===== src/rtl/hilo_div_ctrl.sv =====
// HI/LO sequencer for the 32-cycle divider: 34 cycles per divide; issue_ready is low outside IDLE, so EX stalls.
// DIV_ZERO_BYPASS_EN: a zero divisor skips the divider and writes lo=all-ones, hi=dividend after one cycle.
module hilo_div_ctrl #(
  parameter int TIMEOUT = 48
) (
  input  logic        clock,
  input  logic        reset,
  input  logic        issue_valid,
  input  logic [1:0]  issue_op,
  input  logic [31:0] rs_val,
  input  logic [31:0] rt_val,
  output logic        issue_ready,
  input  logic        flush,
  input  logic        mf_req,
  input  logic        mf_sel,
  output logic [31:0] mf_data,
  output logic        stall,
  output logic        div_start,
  output logic        div_sign,
  output logic [31:0] div_dividend,
  output logic [31:0] div_divisor,
  input  logic        div_busy,
  input  logic [31:0] div_q,
  input  logic [31:0] div_r,
  output logic [31:0] hi,
  output logic [31:0] lo,
  output logic        div_err
);
  localparam int CW = $clog2(TIMEOUT + 1);

  typedef enum logic [2:0] {S_IDLE, S_LAUNCH, S_RUN, S_WB, S_DRAIN} state_t;

  state_t        state_q, state_d;
  logic [31:0]   hi_q, hi_d, lo_q, lo_d;
  logic [31:0]   dvd_q, dvd_d, dvs_q, dvs_d;
  logic          sign_q, sign_d, start_q, start_d, err_q, err_d, ready_q, ready_d;
  logic [CW-1:0] cnt_q, cnt_d;
  logic          accept;
`ifdef DIV_ZERO_BYPASS_EN
  logic          byp_q, byp_d;
`endif

  assign accept = issue_valid && ready_q && !flush;

  always_comb begin
    state_d = state_q;
    hi_d    = hi_q;
    lo_d    = lo_q;
    dvd_d   = dvd_q;
    dvs_d   = dvs_q;
    sign_d  = sign_q;
    start_d = 1'b0;
    err_d   = err_q;
    cnt_d   = cnt_q;
`ifdef DIV_ZERO_BYPASS_EN
    byp_d   = byp_q;
`endif
    case (state_q)
      S_IDLE: begin
        if (accept) begin
          if (issue_op[1]) begin
            if (issue_op[0]) lo_d = rs_val;
            else             hi_d = rs_val;
          end else begin
            dvd_d  = rs_val;
            dvs_d  = rt_val;
            sign_d = issue_op[0];
            cnt_d  = '0;
`ifdef DIV_ZERO_BYPASS_EN
            byp_d  = (rt_val == 32'd0);
            if (rt_val == 32'd0) begin
              state_d = S_WB;
            end else begin
              state_d = S_LAUNCH;
              start_d = 1'b1;
            end
`else
            state_d = S_LAUNCH;
            start_d = 1'b1;
`endif
          end
        end
      end
      S_LAUNCH: state_d = flush ? S_DRAIN : S_RUN;
      S_RUN, S_DRAIN: begin
        // Watchdog keeps counting in DRAIN so a stuck divider cannot wedge a flush.
        cnt_d = cnt_q + CW'(1);
        if (state_q == S_RUN && flush) begin
          state_d = S_DRAIN;
        end else if (!div_busy) begin
          state_d = (state_q == S_RUN) ? S_WB : S_IDLE;
        end else if (cnt_q >= CW'(TIMEOUT - 1)) begin
          err_d   = 1'b1;
          state_d = S_IDLE;
        end
      end
      S_WB: begin
`ifdef DIV_ZERO_BYPASS_EN
        if (byp_q) begin
          lo_d = 32'hFFFF_FFFF;
          hi_d = dvd_q;
        end else begin
          lo_d = div_q;
          hi_d = div_r;
        end
`else
        lo_d = div_q;
        hi_d = div_r;
`endif
        state_d = S_IDLE;
      end
      default: state_d = S_IDLE;
    endcase
    ready_d = (state_d == S_IDLE);
  end

  always_ff @(posedge clock or negedge reset) begin
    if (!reset) begin
      state_q <= S_IDLE;
      hi_q    <= '0;
      lo_q    <= '0;
      dvd_q   <= '0;
      dvs_q   <= '0;
      sign_q  <= 1'b0;
      start_q <= 1'b0;
      err_q   <= 1'b0;
      ready_q <= 1'b1;
      cnt_q   <= '0;
`ifdef DIV_ZERO_BYPASS_EN
      byp_q   <= 1'b0;
`endif
    end else begin
      state_q <= state_d;
      hi_q    <= hi_d;
      lo_q    <= lo_d;
      dvd_q   <= dvd_d;
      dvs_q   <= dvs_d;
      sign_q  <= sign_d;
      start_q <= start_d;
      err_q   <= err_d;
      ready_q <= ready_d;
      cnt_q   <= cnt_d;
`ifdef DIV_ZERO_BYPASS_EN
      byp_q   <= byp_d;
`endif
    end
  end

  assign issue_ready  = ready_q;
  assign stall        = (issue_valid || mf_req) && !ready_q;
  assign mf_data      = mf_sel ? hi_q : lo_q;
  assign div_start    = start_q;
  assign div_sign     = sign_q;
  assign div_dividend = dvd_q;
  assign div_divisor  = dvs_q;
  assign hi           = hi_q;
  assign lo           = lo_q;
  assign div_err      = err_q;
endmodule


===== config.mk =====
export PLATFORM = sky130hd
export DESIGN_NAME = hilo_div_ctrl
export DESIGN_NICKNAME = d
export VERILOG_FILES = /design/src/rtl/hilo_div_ctrl.sv
export SDC_FILE = /design/constraint.sdc
export NUM_CORES = 1
export LEC_CHECK = 0
export ABC_AREA = 1
export CAP_MARGIN = 20
export CORE_UTILIZATION = 30
export DETAILED_ROUTE_END_ITERATION = 6
export PLACE_DENSITY = 0.73
export SLEW_MARGIN = 20
export SYNTH_ARGS = -nofsm -noshare
export SYNTH_HDL_FRONTEND = slang
export SYNTH_SLANG_ARGS = --single-unit

===== constraint.sdc =====
create_clock -name clock -period 2.6 [get_ports clock]
set_clock_uncertainty 0.05 [all_clocks]
set_input_delay 0.52 -clock clock [delete_from_list [all_inputs] [get_ports clock]]
set_output_delay 0.52 -clock clock [all_outputs]
set_load 0.05 [all_outputs]

Yosys cells after proc, flatten, opt, wreduce, memory -nomap -nowiden. Index checks and enable logic that the tools add are counted.

Muxes and demuxes: 23. Divide/modulo/power cells: 0. Bitwise gates (word level): 2. Shift operators: 0. Equality and inequality tests: 9. Order comparisons: 1. Reductions and logical operators: 17. Add/subtract/negate cells: 1. Multipliers: 0.

Operator list (number): $mux W32 (7); $pmux W32 S2 (2); $mux W3 (6); $mux W6 (2); $pmux W6 S2 (1); $reduce_and A4 Y1 (3); $ne A2 B2 Y1 const B (5); $pmux W3 S3 (1); $add A6 B1 Y6 const B (1); $eq A3 B2 Y1 const B (2); $ge A6 B6 Y1 const B (1); $logic_not A3 Y1 (2); $reduce_and A3 Y1 (2); $logic_and A1 B1 Y1 (4); $reduce_bool A2 Y1 (2); $eq A3 B1 Y1 const B (1); $eq A3 B3 Y1 const B (1); $mux W1 (3); $logic_not A1 Y1 (2); $mux W2 (1); $not A1 Y1 (2); $reduce_or A2 Y1 (1); $logic_or A1 B1 Y1 (1).

Bits in latches: 0. Logic and storage cells: 63. Input bits: 137. Bits in writable memories: 0. Output and inout port bits: 165. Memories: 0. Bits in read-only memories: 0. Register bits: 141.

Longest topological paths before layout.
Depth after elaboration: 6. Depth in mapped cells: 9. Gate-level depth less buffers: 9.

Least setup slack after synthesis. OpenSTA, ideal clock, no wires.

Path kind: input-to-output. From: input port mf_sel. To: output port mf_data[23]. Cell stages on the path: 3. Required time: 2.030 ns. Setup slack: 0.047 ns. Data arrival time: 1.983 ns. Path buffers: 2. Cell sequence: clkbuf_1 > clkbuf_1 > o21ai_0.

Longest elaborated chain between the ends: 1.

RTL lines: from (decl) (line 15) `input logic mf_sel,`; $mux W32 (line 151) `assign mf_data = mf_sel ? hi_q : lo_q;`; to (decl) (line 16) `output logic [31:0] mf_data,`.

Every way passes these cells.

Final worst setup path.
From: register ready_q, in the netlist issue_ready. To: output port issue_ready.

RTL lines: from (decl) (line 36) `logic sign_q, sign_d, start_q, start_d, err_q, err_d, ready_q, ready_d;`; from (signal assigned) (line 141) `ready_q <= ready_d;`; to (decl) (line 12) `output logic issue_ready,`.

No word-level cell between the ends.

==> results by group <==
Die
  • Starting density of the core: 0.306
  • Top Ports: about 300
  • Die ar.: 22800 sq um
  • Core area: ~22000 sq um
  • Die span in x: around 150 um
  • Chip height: between 150 and 200 um
  • FP Rows: 54

Global routing
  • Met3 Usage GRT: 0.0560
  • GR Layer Usage met2: 0.330
  • Pin count of the biggest net entering global routing: 97
  • Initial antenna violation count: 0
  • Grt ovf: 0
  • Top Usage Layer GRT: met2
  • First-pass GRT wire length: 34600 um
  • Tot GR Track Use: 0.200
  • GRT met1 Usage: 0.250
  • Vias in the first global route: between 6000 and 7000

Synthesis
  • FFs w/ async S/R, synth: 1.00
  • Netlist Area Pre-Place: 6660 sq um
  • Synth warnings: 0
  • Predominant post-synthesis flop cell: dfrtp_1
  • EDFF count, synth: 0
  • Mapped Nets: 1017
  • Avg Inst Size Synth: between 7 and 8 sq um
  • Mapped Cells: 879
  • Seq/Total Area, Yosys: 0.530
  • Yosys reg bits: 141
  • Unique masters post-synth: 25

Setup path
  • Slowest CP cell: clkdlybuf4s50_1
  • Critical R2R Launch: state_q[0]
  • Worst-path cell chain: clkdlybuf4s50_1
  • CP peak stage delay: 0.82 ns
  • WP buf/inv: 1
  • Critical Path Source: issue_ready
  • CP top delay family: buffers and inverters
  • Crit path DAT: 1.79 ns
  • Crit start category: flop
  • Worst Setup Path Type: flop to output port
  • Critical path required time: between 2 and 2.5 ns
  • CP max FO: 3
  • Crit end category: output port

STA
  • Min Tclk post-route: ~2.4 ns
  • Max frequency: 423 MHz
  • Final setup margin: 0.238 ns
  • Max Slew Vio Count: 0
  • Least-Margin Pin Slew: 0.603 ns
  • Hold Vio Cnt, Final: 0
  • Final TNS setup: 0 ns
  • Min Hold Slack: 0.0352 ns
  • RSZ-0062 raised after global routing: no
  • Tcrit/Tclk final: 0.909
  • Slew HR: 0.597
  • Setup violators final: 0

Clock network
  • CTS buffer count: 17
  • Clk_lat worst skew: 0.41 ns
  • # resized after CTS: 0
  • H-tree Lvls: 4
  • CTS Hold Buffers Added: 0
  • CTS tree: yes
  • Clk buf depth: 2
  • TritonCTS Sinks: 141
  • CTS Root Cell: clkbuf_16
  • Setup Fix Bufs, Post-CTS: 0
  • Clk slew on worst S/H paths: 0.06 ns

Layout
  • Most frequent cells in the layout: 354 x nand2_1, 266 x clkdlybuf4s50_1, 140 x dfrtp_1
  • Post-Layout Cell Count: 1461
  • Layout cell share with drive strength beyond 1: 0.0762
  • Most common cell after layout, fill and taps aside: nand2_1
  • Post-route cell area: around 11000 sq um
  • Final net count: between 1000 and 1500
  • Util after Layout: 0.500
  • Filler Cells Inserted: approximately 2100
  • Area delta synth->final: 63.5%
  • Ant diodes: 0

Routing
  • DRC errors left: 0
  • Via count: roughly 6800
  • Drt total wl: 22600 um
  • TritonRoute pass-1 iters: 5
  • Vias/cell: 4.62
  • Iteration-0 DRC Markers: about 360
  • Wire per inst: 15.5 um
  • Detail Route Antenna Nets: 0

Outcome
  • Status: complete, no violations

Min path
  • Hold crit path type: input pin to async pin

Power
  • PwrDens: 1480 nW/um^2
  • Peak supply drop: 0.000742 V
  • P_leak: about 5.4 nW
  • Overall Power: 16.1 mW

Run
  • Max Cap Viol: 0

Place
  • Post-placement cell area: between 10000 and 15000 sq um
  • Dpl cells: 1429
  • Post-DP HPWL: 16400 um
  • Port bufs: approximately 300
  • DP Worst Slack: between 0.3 and 0.4 ns
  • Routability cong.: between 0.8 and 0.9
metal layers:
layer  share of wire  vias up
met4           0.018        0
met2            0.48      288
li1                -     3281
met5               0        -
met1            0.42     3159
met3           0.087       27
power by group:
part	total (mW)	switching [mW]	internal, mW
Combinational	9.77	6.47	3.30
Sequential	3.92	0.689	3.23
Clock	2.42	0.996	1.42
Total	16.1	8.16	7.95
worst paths after layout:
kind                                  end  slack (ns)  cells after the start
setup / recovery              issue_ready        0.24                      1
hold / removal                      lo[7]        0.04                      1
setup reg to reg                   lo[22]        0.77                      8
hold reg to reg            div_divisor[3]        0.43                      2
max in group asynchronous     issue_ready        1.77                      2
min in group clock         div_divisor[3]        0.43                      2
synthesized netlist by cell type, types with 2 or more instances:
cell type / instances / area share
nand3_1: 38 / 0.029
dfrtp_1: 140 / 0.53
inv_1: 107 / 0.060
nand2_1: 354 / 0.20
buf_6: 2 / 0.0034
inv_2: 2 / 0.0011
buf_2: 20 / 0.015
nand2_2: 2 / 0.0019
a21oi_1: 34 / 0.026
buf_4: 10 / 0.011
nor2_1: 43 / 0.024
o21ai_0: 92 / 0.069
o21ai_2: 3 / 0.0039
clkbuf_1: 14 / 0.0079
o21ai_1: 8 / 0.0060
layout make-up:
class                   instances  area, sq um  share of cell area
well taps                     280          350              0.0322
multi-input cells             583         2490               0.229
clock inverters                13          140              0.0129
repair buffers                316         3530               0.324
flip-flops and latches        141         3530               0.324
inverters                     109          409              0.0376
clock buffers                  19          433              0.0398
flip-flops by register name (all words and copies together), names as in the netlist:
name / count
div_dividend: 32
div_sign: 1
state_q: 3
hi: 32
cnt_q: 6
div_start: 1
issue_ready: 1
lo: 32
div_err: 1
div_divisor: 32
cells by family (layout without fill, tap and decap cells):
family	count (synthesis)	in the layout	synth area share
compound gates	139	139	0.107
flops	141	141	0.530
simple gates	441	441	0.259
fa+ha+maj	1	1	0.00188
xor+xnor	2	2	0.00263
buf+inv	155	457	0.0991
No activity file was read; power rests on OpenSTA's default activity.
